**src/rtl/avalon_job_master.sv**
```systemverilog
// Avalon-MM job fetcher: reads a header/target descriptor one word at a time,
// hands it to the miner core, then writes back the nonce and a status word.
module avalon_job_master #(
  parameter int unsigned ADDRESSWIDTH = 26,
  parameter int unsigned DATAWIDTH    = 32,
  parameter int unsigned HDR_WORDS    = 20,
  parameter int unsigned TGT_WORDS    = 8
) (
  input  logic                    clk,
  input  logic                    rst,
  input  logic                    start,
  input  logic [ADDRESSWIDTH-1:0] base_addr,
  output logic [ADDRESSWIDTH-1:0] master_address,
  output logic                    master_read,
  output logic                    master_write,
  output logic [DATAWIDTH-1:0]    master_writedata,
  input  logic [DATAWIDTH-1:0]    master_readdata,
  input  logic                    master_readdatavalid,
  input  logic                    master_waitrequest,
  output logic [HDR_WORDS*32-1:0] hdr_words,
  output logic [TGT_WORDS*32-1:0] target,
  output logic                    job_valid,
  input  logic                    result_valid,
  input  logic                    result_found,
  input  logic [31:0]             result_nonce,
  output logic                    busy,
  output logic                    done
);

  localparam int unsigned TOTAL = HDR_WORDS + TGT_WORDS;
  localparam int unsigned IW    = $clog2(TOTAL + 1);
  localparam logic [ADDRESSWIDTH-1:0] NONCE_OFF  = ADDRESSWIDTH'(4 * TOTAL);
  localparam logic [ADDRESSWIDTH-1:0] STATUS_OFF = ADDRESSWIDTH'(4 * TOTAL + 4);

  typedef enum logic [2:0] {
    IDLE, RD_REQ, RD_WAIT, JOB, WR_NONCE, WR_STATUS, DONE
  } state_t;

  state_t                  state_q, state_d;
  logic [ADDRESSWIDTH-1:0] base_q, base_d;
  logic [IW-1:0]           idx_q, idx_d;
  logic [HDR_WORDS*32-1:0] hdr_q, hdr_d;
  logic [TGT_WORDS*32-1:0] tgt_q, tgt_d;
  logic [31:0]             nonce_q, nonce_d;
  logic                    found_q, found_d;
  logic                    job_valid_q, job_valid_d;

  always_ff @(posedge clk) begin
    if (rst) begin
      state_q     <= IDLE;
      base_q      <= '0;
      idx_q       <= '0;
      hdr_q       <= '0;
      tgt_q       <= '0;
      nonce_q     <= '0;
      found_q     <= 1'b0;
      job_valid_q <= 1'b0;
    end else begin
      state_q     <= state_d;
      base_q      <= base_d;
      idx_q       <= idx_d;
      hdr_q       <= hdr_d;
      tgt_q       <= tgt_d;
      nonce_q     <= nonce_d;
      found_q     <= found_d;
      job_valid_q <= job_valid_d;
    end
  end

  always_comb begin
    state_d          = state_q;
    base_d           = base_q;
    idx_d            = idx_q;
    hdr_d            = hdr_q;
    tgt_d            = tgt_q;
    nonce_d          = nonce_q;
    found_d          = found_q;
    job_valid_d      = 1'b0;
    master_read      = 1'b0;
    master_write     = 1'b0;
    master_address   = '0;
    master_writedata = '0;

    case (state_q)
      IDLE: begin
        if (start) begin
          base_d  = base_addr & ~ADDRESSWIDTH'(3);
          idx_d   = '0;
          state_d = RD_REQ;
        end
      end
      RD_REQ: begin
        master_read    = 1'b1;
        master_address = base_q + (ADDRESSWIDTH'(idx_q) << 2);
        if (!master_waitrequest) state_d = RD_WAIT;
      end
      RD_WAIT: begin
        if (master_readdatavalid) begin
          // Word index selects header slot first, then target slot.
          for (int unsigned i = 0; i < HDR_WORDS; i++)
            if (idx_q == IW'(i)) hdr_d[32*i +: 32] = 32'(master_readdata);
          for (int unsigned j = 0; j < TGT_WORDS; j++)
            if (idx_q == IW'(HDR_WORDS + j)) tgt_d[32*j +: 32] = 32'(master_readdata);
          idx_d = idx_q + IW'(1);
          if (idx_q == IW'(TOTAL - 1)) begin
            state_d     = JOB;
            job_valid_d = 1'b1;
          end else begin
            state_d = RD_REQ;
          end
        end
      end
      JOB: begin
        if (result_valid) begin
          nonce_d = result_nonce;
          found_d = result_found;
          state_d = WR_NONCE;
        end
      end
      WR_NONCE: begin
        master_write     = 1'b1;
        master_address   = base_q + NONCE_OFF;
        master_writedata = DATAWIDTH'(nonce_q);
        if (!master_waitrequest) state_d = WR_STATUS;
      end
      WR_STATUS: begin
        master_write     = 1'b1;
        master_address   = base_q + STATUS_OFF;
        master_writedata = DATAWIDTH'({30'b0, 1'b1, found_q});
        if (!master_waitrequest) state_d = DONE;
      end
      DONE:    state_d = IDLE;
      default: state_d = IDLE;
    endcase
  end

  assign hdr_words = hdr_q;
  assign target    = tgt_q;
  assign job_valid = job_valid_q;
  assign busy      = (state_q != IDLE);
  assign done      = (state_q == DONE);

endmodule

```
**config.mk**
```make
export PLATFORM = sky130hd
export DESIGN_NAME = avalon_job_master
export DESIGN_NICKNAME = d
export VERILOG_FILES = /design/src/rtl/avalon_job_master.sv
export SDC_FILE = /design/constraint.sdc
export NUM_CORES = 2
export LEC_CHECK = 0
export ABC_CLOCK_PERIOD_IN_PS = 4300
export BUFFER_PORTS_ARGS = -buffer_cell sky130_fd_sc_hd__buf_2
export CORE_AREA = 2 2 416 418
export CTS_CLUSTER_SIZE = 10
export DETAILED_ROUTE_END_ITERATION = 8
export DIE_AREA = 0 0 418 420
export PLACE_DENSITY = 0.51
export SYNTH_ARGS = -nofsm -noshare
export SYNTH_HDL_FRONTEND = slang
export SYNTH_SLANG_ARGS = --single-unit
```
**constraint.sdc**
```tcl
create_clock -name clk -period 4.3 [get_ports clk]
set_clock_uncertainty 0.2 [all_clocks]
set_input_delay 0.43 -clock clk [delete_from_list [all_inputs] [get_ports clk]]
set_output_delay 0.43 -clock clk [all_outputs]
set_load 0.01 [all_outputs]
```
# Yosys cells after proc, flatten, opt, wreduce, memory -nomap -nowiden
# Index checks and enable logic that the tools add are counted.
[word_totals]
regBits = 962
input_bits = 97
out_inout_bits = 959
word_cells = 133
[classes]
add_sub_neg = 4
n_eq_ne = 39
muxes = 16
bitwise_logic = 2
reduce_logical = 38
[ops]
columns = ["operator", "count"]
rows = [
  ["AND reduction 3 bit", 29],
  ["case mux 26 bit (3 select lines)", 1],
  ["case mux 32 bit (2 select lines)", 1],
  ["equality test 5 bit, second input constant", 12],
  ["adder 26 x 7 -> 26 bit, second input constant", 2],
  ["equality test 5 x 4 -> 1 bit, second input constant", 8],
  ["adder 26 x 7 -> 26 bit", 1],
  ["equality test 5 x 3 -> 1 bit, second input constant", 4],
  ["two-way mux 3 bit", 6],
  ["case mux 3 bit (6 select lines)", 1],
  ["!= test 2 bit, second input constant", 6],
  ["equality test 5 x 2 -> 1 bit, second input constant", 2],
  ["two-way mux 5 bit", 2],
  ["case mux 5 bit (2 select lines)", 1],
  ["equality test 3 bit, second input constant", 3],
  ["equality test 3 x 2 -> 1 bit, second input constant", 2],
  ["AND reduction 6 bit", 1],
  ["adder 5 x 1 -> 5 bit, second input constant", 1],
  ["equality test 5 x 1 -> 1 bit, second input constant", 1],
  ["zero test 5 bit", 1],
  ["AND reduction 2 bit", 2],
  ["equality test 3 x 1 -> 1 bit, second input constant", 1],
  ["zero test 3 bit", 1],
  ["two-way mux 1 bit", 3],
  ["6 further kinds", 7],
]

# Logic depth before layout (Yosys ltp)
[depth]
ltp_word = 4
mapped_depth = 13

# Least setup slack after synthesis
# Ideal clock, no wire load.
[synth_timing]
kind = "register to output"
start = "register state_q[1]"
end = "output port master_address[23]"
t_arrival_ps = 2530
required_ps = 3670
slack_ps = 1140
path_stages_with_launch = 13
cell_sequence = "dfxtp_1 -> inv_1 -> buf_4 -> nand2_2 -> inv_1 -> nand2_1 -> nand2b_1 -> ha_1 -> and4_1 -> clkbuf_1 -> o211a_1 -> nor2_1 -> o311ai_0"
[synth_via]
elab_chain_len = 2
elab_cells_between_ends = 4
[synth_lines]
columns = ["item", "line", "rtl"]
rows = [
  ["from (decl)", "39", "state_t state_q, state_d;"],
  ["from (signal assigned)", "59", "state_q <= state_d;"],
  ["equality test 3 bit / equality test 3 x 1 -> 1 bit (equally long branches)", "84", "case (state_q)"],
  ["case mux 26 bit (3 select lines) (*)", "84", ""],
  ["to (decl)", "13", "output logic [ADDRESSWIDTH-1:0] master_address,"],
]
# Mark *: on every way between the ends. The rest lies on a longest branch, timed or not.

# Final worst setup path
[layout_timing]
start = "register state_q[1]"
end = "output port master_address[14]"
# The elaborated chain is that of the path after synthesis.

==> summary.txt <==
status: completed
Num CTS Buffers: 112
Syn. warnings: 0
GR Layer Usage met1: 0.234
Clock Path Buffers: 3
Leak: 18.5 nW
Via density: 4.51
Max Fclk: 245 MHz
worst-case hold slack: 0.0665 ns
# IOs: 1,056
placed insts: 7,541
Area growth syn-to-layout: 32.0%
residual DRC count: 0
Setup CP Type: reg2out
core area: 0.171 mm2
Die ar.: 0.176 mm2
Post-synth EDFFs: 0
CTS tree: done
first-pass GRT wire length: 248 mm
Final ANT Viol Nets: 0
Synth area leaders: dfxtp_1 (55%), nand2_1 (21%), a21oi_1 (14%)
Worst Path Arrival: 3.45 ns
Worst Reg-to-Reg Cells: 6
combinational share of power: 0.073
Int Power: 0.0143 W
max cap viols: 0
crit-path max FO: 6
Slew headroom: 0.154
clk sinks: 962
detailed placement HPWL: 122 mm
routed len/inst: 23.8 um
global-route usage over all layers: 0.199
worst hold stages: 3
post-synth top area cell: dfxtp_1
largest net degree at the start of global routing: 126
switching share of power: 0.261
Worst Hold End: hdr_words[212]
register bit total from synthesis: 962
Buffers on Ports: 1,051
setup TNS: 0 ns
H-tree depth: 3
clock share of power: 0.457
share of cells above drive strength 1: 0.242
worst reg2reg endpoint: target[248]
Max rail drop VDD: 0.348 mV
total power: 0.0194 W
initial DRC count: 3,183
Switch Pwr: 0.00505 W
fin cells: 7,774
gr busiest metal: met2
clk root buf: clkbuf_16
Pwr Density: 419 mW/mm2
met3 Track Usage GR: 0.0444
worst-margin pin slew: 1.27 ns
Die X-Extent: 418 um
RSZ-0062 raised after global routing: false
Min-Delay Startpoint: master_readdata[20]
fin crit share: 0.950
Avg Inst Size Synth: 7.65 um2
Mapped Cells: 4,581
Final Hold Viols: 0
sequential share of the synthesized area: 0.549
worst hold path type: in2reg
met2 usage: 0.347
Initial Util: 0.205
CP startpoint: state_q[1]
reg2reg setup slack: 1.13 ns
async set-or-reset flop fraction in the synthesized netlist: 0
min Tclk post-route: 4.08 ns
setup violators final: 0
CP endpoint kind: primary output
DRT Wirelength: 185 mm
ys flop type: dfxtp_1
post-synth top area share: 0.549
Row Count: 152
Sequential Power Share: 0.470
DR vias: 35,100
clk slew on worst S/H paths: 0.06 ns
number of global-route vias before repair: 32,000
1st-pass router iterations: 6
Placer Congestion: 0.826
R2R Path Start: idx_q[3]
worst path required time: 3.67 ns
synthesized cell area: 0.0351 mm2
Cell variety after synth: 53
fin. max-slew vios: 0
critical path launch point type: register
later-pin clock latency in the skew report: 0.72 ns
Layout Nets: 5,606
GR Overflow Total: 0
die height: 420 um
initial antenna violation count: 20
==> cells in the final DEF, fill, tap and decap left out, types with 22 or more instances in the layout <==
master,n
nor2_1,25
a21oi_1,987
nand2_1,1936
clkbuf_16,112
and2_1,36
buf_4,91
dlygate4sd3_1,73
buf_2,1049
nand3_1,22
dfxtp_1,960
==> how the worst max path moves through the flow <==
stage and end:
2_1_floorplan master_address[23], 3_3_place_gp master_address[11], 3_5_place_dp master_address[14], 4_1_cts master_address[11]
5_1_grt master_address[11], 6_report master_address[14]
==> final cells by class <==
class | instances | area, um2
flip-flops and latches | 962 | 19300
well taps | 2233 | 2790
repair buffers | 1221 | 6820
fillers | 18700 | 125000
multi-input cells | 3186 | 14100
inverters | 13 | 48.8
clock inverters | 15 | 287
diodes | 6 | 15.0
clock buffers | 138 | 2960
==> metal layers <==
metal	wire, um	vias to the layer above
li1	-	16500
met2	91800	1519
met3	13900	332
met1	72300	16800
met4	7270	4
met5	23	-
==> registers in the layout (all words and copies together), names as in the netlist <==
name / count
target: 256
state_q: 3
base_q: 24
nonce_q: 32
hdr_words: 640
job_valid: 1
found_q: 1
idx_q: 5
==> critical path, cell delays in order, from the launching register on <==
cell     delay [ns]
dfxtp_2        0.36
inv_1          0.07
nand2_2        0.11
inv_1          0.11
nand2_2        0.11
nand2_1        0.08
ha_1           0.21
fa_1           0.41
a21o_1         0.21
a22o_1         0.28
nand3_1        0.12
o21ai_0        0.13
a31oi_2        0.34
buf_2          0.20
==> power by group through the flow <==
stage               Clock [W]  Combinational (W)  Sequential (W)
floorplan                   0           0.000672         0.00927
global placement            0            0.00136         0.00929
detailed placement          0            0.00136         0.00929
CTS                   0.00906            0.00143         0.00910
global route          0.00938            0.00151         0.00911
finish                0.00886            0.00142         0.00910
==> cell usage after synthesis, drive strengths merged (5+ instances only) <==
library cell,n
o211ai,7
nand4,9
nor2,37
nand2b,7
nand2,1951
nor3,14
a21oi,989
mux2i,5
o21ai,16
dfxtp,962
inv,13
nand3,26
buf,134
clkbuf,287
and3,10
ha,12
a22oi,5
and2,46
a31oi,6
==> kinds of logic (layout without fill, tap and decap cells) <==
group                      Yosys count  in the layout  share of synthesized area
AOI/OAI and AO/OA                 1047           1047                      0.153
adders and majority gates           13             13                    0.00485
xor gates and xnor gates             6              6                    0.00150
DFF                                962            962                      0.549
buffers and inverters              434           1387                     0.0553
and+or+nand+nor                   2113           2113                      0.235
muxes                                5              5                    0.00143
other                                1              8                   0.000107
==> per-stage QoR <==
stage / cell area [um2] / util / setup slack, ns
final: 46300 / 0.271 / 0.216
after global routing: 46300 / 0.271 / 0.0223
after CTS: 46200 / 0.270 / 0.0415
after detailed placement: 42200 / 0.247 / 0.665
after global placement: 42200 / 0.247 / 0.725
after floorplan: 35100 / - / 1.14
==> repair_timing <==
action,CTS,global route
hold endpoints to repair,193,0
pin swaps,0,2
resized for setup,5,8
hold buffers,73,0
setup endpoints to repair,9,10
buffers inserted,0,1
Power figures use the tool's default switching activity.
